$ cat src/rtl/lsu_ram_master.sv
// lsu_ram_master
//   Load/store initiator for the data-side port of the 64-bit-wide program/data
//   RAM. Takes one RV32 load/store at a time and turns it into one or two 64-bit
//   word beats with byte enables. Loads are aligned and sign/zero-extended.
//   Exactly one response is returned per accepted request.
//
// Ports
//   clk, rst              clock, synchronous active-high reset
//   req_valid/req_ready   request handshake (ready only while idle)
//   req_we, req_funct3    store flag, RV32 funct3 (B/H/W/BU/HU)
//   req_addr, req_wdata   byte address, right-justified store data
//   rsp_valid/rsp_ready   response handshake (response held until taken)
//   rsp_rdata, rsp_err    extended load data, illegal/disallowed-crossing flag
//   enb, renb, web        RAM enable, load-beat flag, byte write enables
//   addrb, dinb, doutb    RAM word address, write data, read data (1-cycle latency)
module lsu_ram_master #(
  parameter int ADDR_W   = 14,
  parameter bit SPLIT_EN = 1'b1
) (
  input  logic              clk,
  input  logic              rst,
  input  logic              req_valid,
  output logic              req_ready,
  input  logic              req_we,
  input  logic [2:0]        req_funct3,
  input  logic [31:0]       req_addr,
  input  logic [31:0]       req_wdata,
  output logic              rsp_valid,
  input  logic              rsp_ready,
  output logic [31:0]       rsp_rdata,
  output logic              rsp_err,
  output logic              enb,
  output logic              renb,
  output logic [7:0]        web,
  output logic [ADDR_W-1:0] addrb,
  output logic [63:0]       dinb,
  input  logic [63:0]       doutb
);

  typedef enum logic [2:0] {S_IDLE, S_ACC0, S_ACC1, S_FIN, S_RESP} state_t;

  state_t              r_state, w_next;
  logic                r_we, r_cross, r_err;
  logic [2:0]          r_f3, r_off;
  logic [3:0]          r_size;
  logic [ADDR_W-1:0]   r_word;
  logic [31:0]         r_wdata, r_rdata;
  logic [63:0]         r_beat0;

  // Request decode, evaluated on the incoming fields so the accept edge can
  // already route illegal requests straight to RESP.
  logic                w_accept, w_req_cross, w_req_illegal;
  logic [3:0]          w_req_size;

  assign w_accept = req_valid && (r_state == S_IDLE);

  always_comb begin
    w_req_size = 4'd4;
    case (req_funct3[1:0])
      2'b00:   w_req_size = 4'd1;
      2'b01:   w_req_size = 4'd2;
      default: w_req_size = 4'd4;
    endcase
  end

  assign w_req_cross   = ({1'b0, req_addr[2:0]} + w_req_size) > 4'd8;
  assign w_req_illegal = (req_funct3 == 3'b011) || (req_funct3 == 3'b110) ||
                         (req_funct3 == 3'b111) || (req_we && req_funct3[2]) ||
                         (w_req_cross && !SPLIT_EN);

  // Store lanes: a 16-byte window spanning the addressed word and the next one.
  logic [15:0]  w_size_mask, w_mask16;
  logic [31:0]  w_wdata_m;
  logic [127:0] w_data128;

  assign w_size_mask = (16'd1 << r_size) - 16'd1;
  assign w_mask16    = w_size_mask << r_off;

  always_comb begin
    w_wdata_m = r_wdata;
    case (r_size)
      4'd1:    w_wdata_m = {24'd0, r_wdata[7:0]};
      4'd2:    w_wdata_m = {16'd0, r_wdata[15:0]};
      default: w_wdata_m = r_wdata;
    endcase
  end

  assign w_data128 = {96'd0, w_wdata_m} << {r_off, 3'b000};

  // Load assembly. For a crossing load beat 0 was parked in r_beat0 during
  // ACC1 and doutb now carries beat 1; otherwise doutb is the only beat.
  logic [63:0]  w_b0, w_b1;
  logic [127:0] w_cat;
  logic [31:0]  w_ld_data;

  assign w_b0  = r_cross ? r_beat0 : doutb;
  assign w_b1  = r_cross ? doutb   : 64'd0;
  assign w_cat = {w_b1, w_b0} >> {r_off, 3'b000};

  always_comb begin
    w_ld_data = w_cat[31:0];
    case (r_f3)
      3'b000:  w_ld_data = {{24{w_cat[7]}},  w_cat[7:0]};
      3'b001:  w_ld_data = {{16{w_cat[15]}}, w_cat[15:0]};
      3'b100:  w_ld_data = {24'd0, w_cat[7:0]};
      3'b101:  w_ld_data = {16'd0, w_cat[15:0]};
      default: w_ld_data = w_cat[31:0];
    endcase
  end

  always_ff @(posedge clk) begin
    if (rst) begin
      r_state <= S_IDLE;
      r_we    <= 1'b0;
      r_f3    <= 3'd0;
      r_off   <= 3'd0;
      r_size  <= 4'd0;
      r_cross <= 1'b0;
      r_word  <= '0;
      r_wdata <= 32'd0;
      r_beat0 <= 64'd0;
      r_rdata <= 32'd0;
      r_err   <= 1'b0;
    end else begin
      r_state <= w_next;
      if (w_accept) begin
        r_we    <= req_we;
        r_f3    <= req_funct3;
        r_off   <= req_addr[2:0];
        r_size  <= w_req_size;
        r_cross <= w_req_cross;
        r_word  <= req_addr[ADDR_W+2:3];
        r_wdata <= req_wdata;
        r_rdata <= 32'd0;
        r_err   <= w_req_illegal;
      end
      if (r_state == S_ACC1) r_beat0 <= doutb;
      if (r_state == S_FIN)  r_rdata <= r_we ? 32'd0 : w_ld_data;
    end
  end

  always_comb begin
    w_next = r_state;
    case (r_state)
      S_IDLE:  if (w_accept) w_next = w_req_illegal ? S_RESP : S_ACC0;
      S_ACC0:  w_next = r_cross ? S_ACC1 : S_FIN;
      S_ACC1:  w_next = S_FIN;
      S_FIN:   w_next = S_RESP;
      S_RESP:  if (rsp_ready) w_next = S_IDLE;
      default: w_next = S_IDLE;
    endcase
  end

  // RAM port is driven straight from the state so a beat lands in RAM on the
  // same edge that a reset may be sampled; nothing after that edge is issued.
  always_comb begin
    enb   = 1'b0;
    renb  = 1'b0;
    web   = 8'd0;
    dinb  = 64'd0;
    addrb = r_word;
    case (r_state)
      S_ACC0: begin
        enb  = 1'b1;
        renb = !r_we;
        if (r_we) begin
          web  = w_mask16[7:0];
          dinb = w_data128[63:0];
        end
      end
      S_ACC1: begin
        enb   = 1'b1;
        renb  = !r_we;
        addrb = r_word + ADDR_W'(1);
        if (r_we) begin
          web  = w_mask16[15:8];
          dinb = w_data128[127:64];
        end
      end
      default: ;
    endcase
  end

  assign req_ready = (r_state == S_IDLE);
  assign rsp_valid = (r_state == S_RESP);
  assign rsp_rdata = r_rdata;
  assign rsp_err   = r_err;

  logic w_unused;
  assign w_unused = &{1'b0, req_addr[31:ADDR_W+3], w_cat[127:32]};

endmodule

$ cat config.mk
export PLATFORM = sky130hd
export DESIGN_NAME = lsu_ram_master
export DESIGN_NICKNAME = d
export VERILOG_FILES = /design/src/rtl/lsu_ram_master.sv
export SDC_FILE = /design/constraint.sdc
export NUM_CORES = 1
export LEC_CHECK = 0
export BUFFER_PORTS_ARGS = -buffer_cell sky130_fd_sc_hd__buf_2
export CAP_MARGIN = 20
export CORE_MARGIN = 3
export CORE_UTILIZATION = 40
export CTS_BUF_LIST = sky130_fd_sc_hd__clkbuf_2 sky130_fd_sc_hd__clkbuf_4 sky130_fd_sc_hd__clkbuf_8
export DETAILED_ROUTE_END_ITERATION = 10
export GPL_TIMING_DRIVEN = 0
export PLACE_DENSITY = 0.7
export SYNTH_ARGS = -nofsm -noshare
export SYNTH_HDL_FRONTEND = slang
export SYNTH_SLANG_ARGS = --single-unit
$ cat constraint.sdc
create_clock -name clk -period 3.34 [get_ports clk]
set_clock_uncertainty 0.05 [all_clocks]
set_input_delay 0.334 -clock clk [delete_from_list [all_inputs] [get_ports clk]]
set_output_delay 0.334 -clock clk [all_outputs]
set_load 0.01 [all_outputs]
**Word level (Yosys, flattened, before mapping)**

Index checks and enable logic that the tools add are counted.

- Register bits: 158
- Bits of input ports: 136
- Output and inout bits: 123
- Word-level logic and storage cells: 68

- $add $sub $neg: 3
- $lt $le $gt $ge: 1
- Eq/ne operators: 15
- Shift-type cells: 4
- Mux-type cells: 22
- Reductions and logical operators: 12

Operators by type and width:

| operator | count |
|---|---|
| 64-bit two-way mux | 4 |
| 32-bit one-hot mux with 4 select lines | 1 |
| 64-bit one-hot mux with 2 select lines | 1 |
| 32-bit by 6-bit << shifter with 128-bit output | 1 |
| 128-bit by 6-bit right shift with 32-bit output | 1 |
| 32-bit two-way mux | 3 |
| 32-bit one-hot mux with 2 select lines | 1 |
| 8-bit two-way mux | 2 |
| 8-bit one-hot mux with 2 select lines | 1 |
| 1-bit by 4-bit << shifter with 16-bit output (first input constant) | 1 |
| 16-bit by 3-bit << shifter with 16-bit output | 1 |
| 16-bit by 1-bit subtractor with 16-bit output (second input constant) | 1 |
| 3-bit equality test (second input constant) | 5 |
| 3-bit one-hot mux with 5 select lines | 1 |
| 14-bit by 1-bit adder with 14-bit output (second input constant) | 1 |
| 14-bit two-way mux | 1 |
| 3-bit by 2-bit equality test with 1-bit output (second input constant) | 3 |
| 3-bit two-way mux | 3 |
| 3-bit by 1-bit equality test with 1-bit output (second input constant) | 2 |
| 3-bit logical NOT | 2 |
| 3-bit one-hot mux with 2 select lines | 1 |
| 3-bit by 4-bit adder with 4-bit output | 1 |
| 4-bit by 1-bit equality test with 1-bit output (second input constant) | 1 |
| 4-bit by 2-bit equality test with 1-bit output (second input constant) | 1 |
| other kinds (11) | 17 |

**Longest topological paths before layout**

- Word-level depth: 7
- Gate-level depth with buffers: 10
- Mapped depth without buffers: 9

**Least setup slack after synthesis**

No wires, ideal clock.

- Kind: reg-to-output
- From: reg r_state[0]
- To: out dinb[38]
- Data arrival time: 1884 ps
- Required time: 2956 ps
- Path slack: 1072 ps
- Stages on the path, launching flop included: 9
- Buffers on the path: 4
- Path through: dfxtp_1 -> buf_2 -> nand2b_1 -> or3b_1 -> clkbuf_1 -> nand2b_1 -> clkbuf_1 -> clkbuf_1 -> o21ai_0

- Cells in the longest elaborated chain, start to end: 2
- Elaborated cells between the ends (all ways): 3
- Classes of those cells: eq/ne (2); mux (1)

Ends and longest elaborated chain:

| what | line | RTL |
|---|---|---|
| from (decl) | 42 | `state_t r_state, w_next;` |
| from (signal assigned) | 125 | `r_state <= w_next;` |
| 3-bit by 2-bit equality test with 1-bit output / 3-bit by 1-bit equality test with 1-bit output (equally long branches) | 162 | `case (r_state)` |
| 64-bit one-hot mux with 2 select lines * | 162 |  |
| to (decl) | 36 | `output logic [63:0] dinb,` |

Every way passes the cells marked *; elsewhere a longest branch is shown, timed or not.

**Final worst setup path**

- From: reg r_state[0]
- To: out dinb[55]

Same word-level chain as after synthesis.

==> run summary <==
kind of end point of the critical path: output pin
number of sinks handled by clock tree synthesis: 157
outcome: finished clean
Worst Setup Path Type: reg -> out
Cell Pwr Density: 437 mW/mm^2
total of hold buffers inserted after clock tree synthesis: 0
Highest Clock Rate: 303 MHz
area fraction in and, or, nand and nor cells after synthesis: 0.221
startpoint of the most critical hold path: req_wdata[14]
std cell rows: 57
Worst Hold Path Cells: 3
beginning of the critical path: r_state[0]
Initial Utilization: 0.411
routed wire length per instance: 22.0 um
CP Data Required Time: 2960 ps
fraction of final layout cells with drive strength greater than 1: 0.256
warning count from the yosys run: 0
placeable core region: 0.0246 sq mm
number of global-route vias before repair: 10300
Final #Nets: 1698
final count of pins violating max slew: 0
reg-to-reg slack, setup: 670 ps
most prevalent standard cell on the critical path: buf_2
Final Cycle Share: 0.989
async set-or-reset flop fraction in the synthesized netlist: 0
area occupied by multi-input gates: 0.00643 sq mm
data arrival time of the critical path: 2920 ps
depth of the CTS H-tree: 4
Post-Layout Cell Count: 1893
Total Routed Length: 41.7 mm
clock transition at the register clock pins on the worst setup and hold paths after CTS: 110 ps
maximum vdd drop: 0.197 mV
CP bufs+invs: 3
leakage component of the power: 4.80 nW
initial antenna violation count: 1
post-synthesis adder-cell area fraction: 0.00915
area fraction in compound gates after synthesis: 0.212
largest net degree at the start of global routing: 20
FILL cells: 2501
portion of netlist area occupied by mux cells: 0.179
overflow left after global routing: 0
number of distinct library cell variants in the gate-level netlist after synthesis: 63
post-synthesis average cell area: 7.81 sq um
dominant cells by area after synthesis: dfxtp_1 (31%), nand2_1 (14%), mux4_2 (11%), a21oi_1 (7.4%), mux2i_1 (5.4%)
post-synth net total: 1437
average vias per placed instance: 5.82
Area after DPL: 0.0117 sq mm
number of antenna cells inserted: 0
largest delay contributor family on the critical path: simple AND/OR/NAND/NOR gates
Total Die Area: 0.0272 sq mm
share of the synthesized netlist area taken by xor and xnor gates: 0.0121
clock latency on the worst-skew pair: 480 ps
end of the worst register-to-register path: rsp_rdata[23]
mapped cell area: 0.0101 sq mm
crit-path cells: buf_2, nand2b_1, or3b_1, clkbuf_1, nand2b_2, nor3_2, a22o_1, buf_2
Largest stage delay, worst path: 520 ps
top cell type by total area after synthesis: dfxtp_1
max-capacitance violation count: 0
post-detailed-route DRC marker count: 0
Worst Reg2Reg Path Length in Cells: 9
headroom to the max-slew limit: 0.325
final number of setup-violating endpoints: 0
largest buffer count on any clock path: 2
wire length of the first global-routing pass: 61.2 mm
total via count in the routed design: 11000
hold endpoint: r_wdata[14]
post-route ant nets: 0
Die H: 165 um
router iterations before antenna repair: 6
maximum net fanout on the critical path: 8
number of storage elements in the synthesis netlist: 157
clock period minus final worst setup slack: 3300 ps
DIE WIDTH: 165 um
main combinational cell family by area after synthesis: simple AND/OR/NAND/NOR gates
initial DRC count: 1419
number of instances in the synthesized netlist: 1295
cell chosen for the clock root: clkbuf_8
Final Hold Violating Endpoints: 0
area share of the largest cell type after synthesis: 0.311
class of the most critical hold timing path: in -> reg
clock tree from TritonCTS: built
dominant register cell in the synthesized netlist: dfxtp_1
TritonCTS Buffers: 17
Sequential cell area: 0.00314 sq mm
worst slew pin tran: 1000 ps
total I/O pin count: 259
sequential element share of the synthesized area: 0.311
RSZ-0062 raised after global routing: yes
RD Place Congestion: 1.02
startpoint of the most critical register-to-register path: r_off[1]
number of placed instances, taps included: 1863
dpl hpwl: 33.3 mm
number of flops mapped to enable cells by yosys: 0
total non-filler cell area in the finished layout: 0.0122 sq mm
slowest cell on the critical path: nor3_2
Setup crit start kind: flop
port bufs: 243
overall routing resource usage: 0.298
synthesis-to-layout area growth: 20.4%
## layout by cell type, fill, tap and decap left out, types with 5 or more instances in the layout
master,n
ha_1,5
a22oi_1,26
o21ai_0,52
mux4_2,50
a21oi_1,149
clkbuf_1,57
o221ai_1,14
nand2_1,367
o21ai_2,9
a32o_1,8
mux2_2,11
o211ai_1,8
nand3_1,38
o32ai_1,7
buf_2,263
xor2_1,8
nor2_1,71
a22o_1,24
inv_1,19
and2_1,11
mux2i_1,55
clkbuf_8,17
o31ai_1,7
nor3_1,6
dfxtp_1,157
buf_4,10
o21a_1,8
buf_1,9
nand2b_1,14
xnor2_1,6
clkbuf_2,7
## power breakdown
group,switching [mW],leakage [nW],total (mW),internal (mW)
sequential,0.151,1.28,2.17,2.01
clock,0.899,0.201,1.47,0.569
combinational,1.09,3.33,1.69,0.601
## cells in the mapped netlist, types with 4 or more instances
master      n
nand2_1   367
dfxtp_1   157
a21oi_1   149
nor2_1     73
clkbuf_1   64
mux2i_1    55
o21ai_0    54
mux4_2     50
nand3_1    38
a22oi_1    26
a22o_1     24
buf_2      20
inv_1      19
nand2b_1   15
o221ai_1   14
buf_1      13
and2_1     11
mux2_2     11
o21ai_2     9
a32o_1      8
buf_4       8
o211ai_1    8
o21a_1      8
xor2_1      8
o31ai_1     7
o32ai_1     7
nor3_1      6
xnor2_1     6
ha_1        5
a21o_1      4
and3_1      4
nor2b_1     4
## timing repair
item                                   in CTS  in global routing
setup buffers                               0                  0
endpoints found under the hold margin       0                  0
resized for setup                           5                 20
pin swaps                                   0                  1
setup endpoints to repair                  44                 59
## per-layer routing
metal  GRT usage  wire (um)
met1       0.415      17900
met2       0.446      18200
met3      0.0890       4740
met4      0.0858        892
met5           0          7
## tightest hold or removal path, stage by stage
cell and delay (ps):
buf_2 90, nand2_1 40, a21oi_1 50
## stage by stage
step / setup WS, ps / utilization / setup TNS (ps) / total power [mW] / hold WS [ps]
finish: 35.7 / 0.495 / 0 / 5.32 / 17.3
global route: -11.7 / 0.495 / -22.9 / 5.54 / 23.2
CTS: 13.6 / 0.494 / 0 / 5.28 / 0.911
detailed placement: 354 / 0.477 / 0 / 3.83 / 390
global placement: 367 / 0.477 / 0 / 3.82 / 383
floorplan: 1070 / - / 0 / 3.21 / 386
## state kept, by name, summed over array words and instances (netlist names)
register and cells:
r_f3 3, r_state 3, r_size 3, r_we 1, r_word 14, r_beat0 64
r_cross 1, rsp_err 1, r_wdata 32, rsp_rdata 32, r_off 3
## layout make-up
cell class | instances | area share
plain buffers | 106 | 0.0411
well taps | 324 | 0.0333
multi-input cells | 1010 | 0.528
inverters | 20 | 0.00616
repair buffers | 244 | 0.100
flip-flops and latches | 157 | 0.258
clock buffers | 17 | 0.0192
clock inverters | 15 | 0.0140
## worst max-delay path by stage
stage,end,slack (ps),depth (start not counted)
after floorplan,dinb[38],1070,8
after global placement,dinb[24],370,10
after detailed placement,web[5],350,8
after CTS,dinb[39],10,8
after global routing,dinb[39],-10,9
final,dinb[55],40,8
## kinds of logic (layout without fill, tap and decap cells)
kind of cell             Yosys count  in the layout
AND/OR/NAND/NOR                  536            536
AO/OA/AOI/OAI                    336            336
flip-flops                       157            157
buffers and inverters            128            402
multiplexers                     117            117
XOR/XNOR                          14             14
adder cells (fa/ha/maj)            7              7
(Power assumes the default switching activity.)
